**config.mk**
```make
export PLATFORM = sky130hd
export DESIGN_NAME = core_sequencer
export DESIGN_NICKNAME = d
export VERILOG_FILES = /design/src/rtl/core_sequencer.sv
export SDC_FILE = /design/constraint.sdc
export NUM_CORES = 1
export LEC_CHECK = 0
export CORE_MARGIN = 5
export CORE_UTILIZATION = 55
export CTS_BUF_LIST = sky130_fd_sc_hd__clkbuf_8
export CTS_CLUSTER_DIAMETER = 120
export DETAILED_ROUTE_END_ITERATION = 6
export HOLD_SLACK_MARGIN = 0.15
export PLACE_DENSITY_LB_ADDON = 0.12
export SETUP_SLACK_MARGIN = 0.1
export SLEW_MARGIN = 15
export SYNTH_ARGS = -nofsm -noshare
export SYNTH_HDL_FRONTEND = slang
export SYNTH_SLANG_ARGS = --single-unit
```
**constraint.sdc**
```tcl
create_clock -name clock -period 3 [get_ports clock]
set_input_delay 0.3 -clock clock [delete_from_list [all_inputs] [get_ports clock]]
set_output_delay 0.3 -clock clock [all_outputs]
set_load 0.03 [all_outputs]
```
**src/rtl/core_sequencer.sv**
```systemverilog
// core_sequencer: stateful core control with memory stall, forward bracket scan and loop-cache tracking
module core_sequencer #(
  parameter int MEM_LATENCY = 1,
  parameter int DEPTH_W     = 8,
  parameter int LOOP_DEPTH  = 16,
  parameter int LOOP_W      = $clog2(LOOP_DEPTH+1)
) (
  input  logic               clock,
  input  logic               reset,
  input  logic               instr_valid,
  input  logic [3:0]         instruction,
  input  logic               acc_zero,
  output logic               acc_write,
  output logic               acc_from_mem,
  output logic               stack_write,
  output logic               head_write,
  output logic               cache_write,
  output logic               cache_pop,
  output logic               mem_write,
  output logic               alu_dec,
  output logic               pc_write,
  output logic               pc_from_cache,
  output logic [1:0]         state,
  output logic [DEPTH_W-1:0] scan_depth,
  output logic [LOOP_W-1:0]  loop_level,
  output logic               error
);
  typedef enum logic [1:0] {CORE = 2'd0, STALL = 2'd1, SCAN = 2'd2, HALT = 2'd3} state_e;
  localparam logic [3:0] OP_INC = 4'd0;
  localparam logic [3:0] OP_DEC = 4'd1;
  localparam logic [3:0] OP_PSH = 4'd2;
  localparam logic [3:0] OP_POP = 4'd3;
  localparam logic [3:0] OP_MVR = 4'd4;
  localparam logic [3:0] OP_MVL = 4'd5;
  localparam logic [3:0] OP_CBF = 4'd6;
  localparam logic [3:0] OP_CBB = 4'd7;
  localparam logic [3:0]         LAT       = 4'(MEM_LATENCY);
  localparam logic [DEPTH_W-1:0] DEPTH_MAX = '1;
  localparam logic [LOOP_W-1:0]  LOOP_MAX  = LOOP_W'(LOOP_DEPTH);
  state_e               state_q, state_d;
  logic [3:0]           stall_q, stall_d;
  logic                 bubble_q, bubble_d;
  logic [DEPTH_W-1:0]   depth_q, depth_d;
  logic [LOOP_W-1:0]    loop_q, loop_d;
  logic                 err_q, err_d;
  logic                 live_q;
  logic                 v;
  // live_q masks the first cycle after reset release so no instruction is acted on then
  assign v          = instr_valid & live_q;
  assign state      = state_q;
  assign scan_depth = depth_q;
  assign loop_level = loop_q;
  assign error      = err_q;
  // state and counter registers, cleared asynchronously
  always_ff @(posedge clock or posedge reset) begin
    if (reset) begin
      state_q  <= CORE;
      stall_q  <= '0;
      bubble_q <= 1'b0;
      depth_q  <= '0;
      loop_q   <= '0;
      err_q    <= 1'b0;
      live_q   <= 1'b0;
    end else begin
      state_q  <= state_d;
      stall_q  <= stall_d;
      bubble_q <= bubble_d;
      depth_q  <= depth_d;
      loop_q   <= loop_d;
      err_q    <= err_d;
      live_q   <= 1'b1;
    end
  end
  // next-state and per-cycle control decode
  always_comb begin
    state_d       = state_q;
    stall_d       = stall_q;
    bubble_d      = bubble_q;
    depth_d       = depth_q;
    loop_d        = loop_q;
    err_d         = err_q;
    acc_write     = 1'b0;
    acc_from_mem  = 1'b0;
    stack_write   = 1'b0;
    head_write    = 1'b0;
    cache_write   = 1'b0;
    cache_pop     = 1'b0;
    mem_write     = 1'b0;
    alu_dec       = 1'b0;
    pc_write      = 1'b0;
    pc_from_cache = 1'b0;
    case (state_q)
      CORE: if (v) begin
        case (instruction)
          OP_INC, OP_DEC: begin
            acc_write = 1'b1;
            mem_write = 1'b1;
            pc_write  = 1'b1;
            alu_dec   = instruction == OP_DEC;
          end
          OP_PSH: begin
            stack_write = 1'b1;
            mem_write   = 1'b1;
            pc_write    = 1'b1;
          end
          OP_POP, OP_MVR, OP_MVL: begin
            stack_write = instruction == OP_POP;
            head_write  = instruction != OP_POP;
            alu_dec     = instruction != OP_MVR;
            state_d     = STALL;
            stall_d     = LAT;
            bubble_d    = 1'b0;
          end
          OP_CBF: begin
            if (acc_zero) begin
              pc_write = 1'b1;
              depth_d  = '0;
              state_d  = SCAN;
            end else if (loop_q == LOOP_MAX) begin
              err_d   = 1'b1;
              state_d = HALT;
            end else begin
              cache_write = 1'b1;
              pc_write    = 1'b1;
              loop_d      = loop_q + LOOP_W'(1);
            end
          end
          OP_CBB: begin
            if (loop_q == '0) begin
              err_d   = 1'b1;
              state_d = HALT;
            end else if (!acc_zero) begin
              pc_write      = 1'b1;
              pc_from_cache = 1'b1;
              state_d       = STALL;
              stall_d       = 4'd1;
              bubble_d      = 1'b1;
            end else begin
              cache_pop = 1'b1;
              pc_write  = 1'b1;
              loop_d    = loop_q - LOOP_W'(1);
            end
          end
          default: pc_write = 1'b1;
        endcase
      end
      STALL: begin
        if (stall_q > 4'd1) begin
          stall_d = stall_q - 4'd1;
        end else if (bubble_q) begin
          state_d  = CORE;
          stall_d  = '0;
          bubble_d = 1'b0;
        end else if (v) begin
          acc_write    = 1'b1;
          acc_from_mem = 1'b1;
          pc_write     = 1'b1;
          state_d      = CORE;
          stall_d      = '0;
        end
      end
      SCAN: if (v) begin
        pc_write = 1'b1;
        if (instruction == OP_CBF) begin
          if (depth_q == DEPTH_MAX) begin
            pc_write = 1'b0;
            err_d    = 1'b1;
            state_d  = HALT;
          end else begin
            depth_d = depth_q + DEPTH_W'(1);
          end
        end else if (instruction == OP_CBB) begin
          state_d = depth_q == '0 ? CORE : SCAN;
          depth_d = depth_q == '0 ? depth_q : depth_q - DEPTH_W'(1);
        end
      end
      default: ;
    endcase
  end
endmodule
```
# Word level (Yosys, flattened, before mapping)
# Index checks and enable logic that the tools add are counted.
[word_totals]
ff_bits = 22
input_bits = 8
output_inout_bits = 26
word_cells = 165
[classes]
addsub = 5
order_cmp = 1
eq_ne = 40
n_mux = 94
bitwise_logic = 1
reduce_logical = 17
[op_table]
columns = ["operator", "n"]
rows = [
  ["$mux 8", 8],
  ["$mux 1", 48],
  ["$ne 3x3->1 const B", 11],
  ["$mux 2", 13],
  ["$mux 4", 6],
  ["$ne 2x2->1 const B", 11],
  ["$mux 5", 4],
  ["$eq 4x3->1 const B", 4],
  ["$pmux 4 s2", 2],
  ["$pmux 8 s2", 1],
  ["$pmux 1 s2", 7],
  ["$ne 4x4->1 const B", 3],
  ["$pmux 2 s3", 2],
  ["$reduce_and 6->1", 2],
  ["$pmux 5 s2", 1],
  ["$reduce_and 10->1", 1],
  ["$reduce_and 9->1", 1],
  ["$add 8x1->8 const B", 1],
  ["$eq 4x2->1 const B", 2],
  ["$eq 8x8->1 const B", 1],
  ["$logic_not 8->1", 1],
  ["$ne 4x3->1 const B", 2],
  ["$reduce_and 8->1", 1],
  ["$sub 8x1->8 const B", 1],
  ["20 further kinds", 24],
]

# Depth between registers and ports, before layout
[logic_depth]
ltp_word = 6
ltp_mapped = 10
ltp_nobuf = 8

# Worst setup path before layout
# OpenSTA, ideal clock, no wires.
[synth_timing]
path_kind = "reg2out"
start = "register state_q[0], in the netlist state[0]"
end = "output port acc_write"
t_arrival_ps = 2105
required_time_ps = 2700
slack_ps = 595
path_stages_with_launch = 6
n_path_buf = 0
cell_sequence = "dfrtp_1 inv_1 ha_1 nand3_2 or3_1 o21ai_0"
[synth_between]
elab_chain_cells = 2
word_cells_on_any_way = 3
classes_between = "eq/ne (1); mux (1); reduce/logical (1)"
[synth_rtl]
columns = ["element", "line_no", "source"]
rows = [
  ["from (decl)", "40", "state_e state_q, state_d;"],
  ["from (signal assigned)", "65", "state_q <= state_d;"],
  ["$eq 2x1->1 / $logic_not 2->1 (equally long branches)", "92", "case (state_q)"],
  ["$pmux 1 s2 (*)", "92", ""],
  ["to (decl)", "13", "output logic acc_write,"],
]
# Mark *: on every way between the ends. The rest lies on a longest branch, timed or not.

# Worst setup path after layout
[layout_timing]
start = "input port instruction[3]"
end = "output port cache_write"
[layout_between]
elab_chain_cells = 4
[layout_rtl]
columns = ["element", "line_no", "source"]
rows = [
  ["from (decl)", "11", "input logic [3:0] instruction,"],
  ["$eq 4x3->1", "94", "case (instruction)"],
  ["$mux 1", "94", ""],
  ["$mux 1", "93", "CORE: if (v) begin"],
  ["$mux 1", "92", ""],
  ["to (decl)", "17", "output logic cache_write,"],
]
# Every way passes these cells.

==> results_dict.tcl <==
set metrics [dict create \
    status "completed" \
    slew-limit-headroom_pct 43.1 \
    place_area_um2 2310 \
    grt_pass1_wl_um 7440 \
    maxCapViolCount 0 \
    cts_setup_buffers 0 \
    ys_seq_elements 22 \
    path_class "input port to primary output" \
    dpl.cell_count 299 \
    cts_buffer_depth 2 \
    crit_arrival_ns 2.43 \
    clock_skew_ns 0.00454 \
    clock.fmax_ghz 0.366 \
    power_frac_comb_pct 62.2 \
    rsz0062_at_grt "no" \
    min_path_type "register to register" \
    startpoint "instruction[3]" \
    cp_max_fo 11 \
    route.detailed.drc 0 \
    peakVddDrop_uv 651 \
    htreeDepth 1 \
    min_period_ns 2.73 \
    syn_avg_cell_area_um2 8.73 \
    cp-start-kind "input port" \
    reg2reg_depth 7 \
    setup.worst_path.end "cache_write" \
    leakagePower_uw 0.00109 \
    setup-violations-final 0 \
    rows 21 \
    numCtsBuffers 3 \
    synth_top_area_share_pct 29.2 \
    seq_area_frac_synth_pct 29.2 \
    required_ns 2.70 \
    netlist_instances 216 \
    stdcell_count 303 \
    via_per_inst 5.72 \
    synth_warnings 0 \
    internal_power_uw 1180 \
    grt_pass1_vias 1615 \
    dp_slack_ns 0.216 \
    max_slew.worst_pin.slew_ns 0.852 \
    dr.pass1.iters 4 \
    ios 34 \
    clkLatencyLatePin_ns 0.27 \
    dr.first_iter.drc_count 90 \
    wire_per_inst_um 14.9 \
    finalMaxSlewViolations 0 \
    track_usage_pct 20.6 \
    vias 1732 \
    syn_to_final_growth_pct 26.5 \
    ys_types 58 \
    synth_edf_count 0 \
    layout-drive-gt1-share_pct 10.1 \
    synthTopCellsByCount "dfrtp_1, inv_1, a21oi_1" \
    endpoint_kind "primary output" \
    power.density_nw_per_um2 919 \
    rr_startpoint "state[0]" \
    die_h_um 68.6 \
    grt_antenna_before_repair 0 \
    synthTopCellsByArea "dfrtp_1, ha_1, a21oi_1, inv_1, nor2_1" \
    place_congestion 0.808 \
    ant_nets 0 \
    pwr-share-clk_pct 12.8 \
    setup_tns_ns 0 \
    hold_viol 0 \
    sw_frac_of_total_pct 46.3 \
    seqPwrFrac_pct 25.0 \
    die_x_um 68.6 \
    synth-async-reset-ratio_pct 100 \
    clk_pin_slew_ns 0.08 \
    timing.rr.end "stall_q[0]" \
    cts_tree "built" \
    clock-sinks 22 \
    timing.final.ws_setup_ns 0.271 \
    root_buffer "clkbuf_8" \
    grt_max_degree 23 \
    antennaDiodeCount 0 \
    yosys_most_used_dff "dfrtp_1" \
    timing.final.crit_share_pct 91.0 \
    portBuffers 33 \
    start_util_pct 56.5 \
    final_core_util_pct 71.5 \
    grt-ovfl-total 0 \
    nets 284 \
    power_switching_uw 1010 \
    synth_area_um2 1890 \
    r2r_slack_ns 0.75 \
    fin_area_um2 2380 \
    core_um2 3340 \
    place_hpwl_um 3410 \
    syn_nets 242 \
    synth_top_cell_by_area "dfrtp_1" \
    die_area_um2 4700 \
    finalWirelength_um 4500 \
]
worst max-delay path: stages:
cell and delay [ns]:
clkdlybuf4s50_1 0.50, nand4bb_1 0.24, buf_4 0.20, buf_4 0.15
nor4_1 0.31, clkdlybuf4s50_1 0.73
timing repair:
item | 4_1_cts | 5_1_grt
setup endpoints to repair | 0 | 1
hold buffers | 0 | 0
gates resized for setup | 0 | 1
worst min path at each step:
stage / startpoint / endpoint / slack (ns) / depth (start not counted)
floorplan: reset / bubble_q / 0.29 / 1
global placement: error / error / 0.46 / 1
detailed placement: error / error / 0.46 / 1
CTS: error / error / 0.48 / 1
global route: error / error / 0.50 / 1
finish: error / error / 0.47 / 1
placed cells by master, fill, tap and decap left out, drive strengths merged, types with 5 or more instances in the layout:
cell	count
o22ai	7
xnor2	6
buf	10
nor2	15
ha	16
nand3	7
o21ai	10
clkdlybuf4s50	31
nor3	6
dfrtp	22
inv	24
a21oi	19
nor4	5
nand2	10
power by group through the flow:
stage / clock [uW] / combinational, uW / sequential (uW)
floorplan: 0 / 812 / 674
global placement: 0 / 1330 / 548
detailed placement: 0 / 1340 / 552
CTS: 284 / 1360 / 549
global route: 297 / 1480 / 574
finish: 280 / 1360 / 548
layout make-up:
class / count / area [um2]
multi-input cells: 165 / 1220
fillers: 296 / 952
flip-flops and latches: 22 / 551
repair buffers: 42 / 398
inverters: 24 / 90.1
well taps: 46 / 57.6
clock buffers: 3 / 41.3
clock inverters: 1 / 30.0
cells by family after synthesis:
family / Yosys count / synth area share [%]
buffers and inverters: 29 / 6.24
and+or+nand+nor: 68 / 20.2
adders and majority gates: 18 / 12.7
xor gates and xnor gates: 8 / 3.72
DFF: 22 / 29.2
muxes: 7 / 3.98
AOI/OAI and AO/OA: 63 / 23.7
other: 1 / 0.199
metrics by stage:
step           hold slack [ns]  power, uW
2_1_floorplan            0.289       1490
3_3_place_gp             0.456       1880
3_5_place_dp             0.456       1890
4_1_cts                  0.475       2200
5_1_grt                  0.501       2360
6_report                 0.469       2190
per-layer routing:
| layer | global-route usage (%) | wire length [um] |
|---|---|---|
| met1 | 29.2 | 2180 |
| met2 | 33.4 | 2070 |
| met3 | 2.27 | 219 |
| met4 | 5.46 | 35 |
| met5 | 0 | 0 |
state kept, by name, summed over array words and instances (netlist names):
register    cells
scan_depth      8
loop_level      5
stall_q         4
state           2
bubble_q        1
error           1
live_q          1
(Power assumes the default switching activity.)
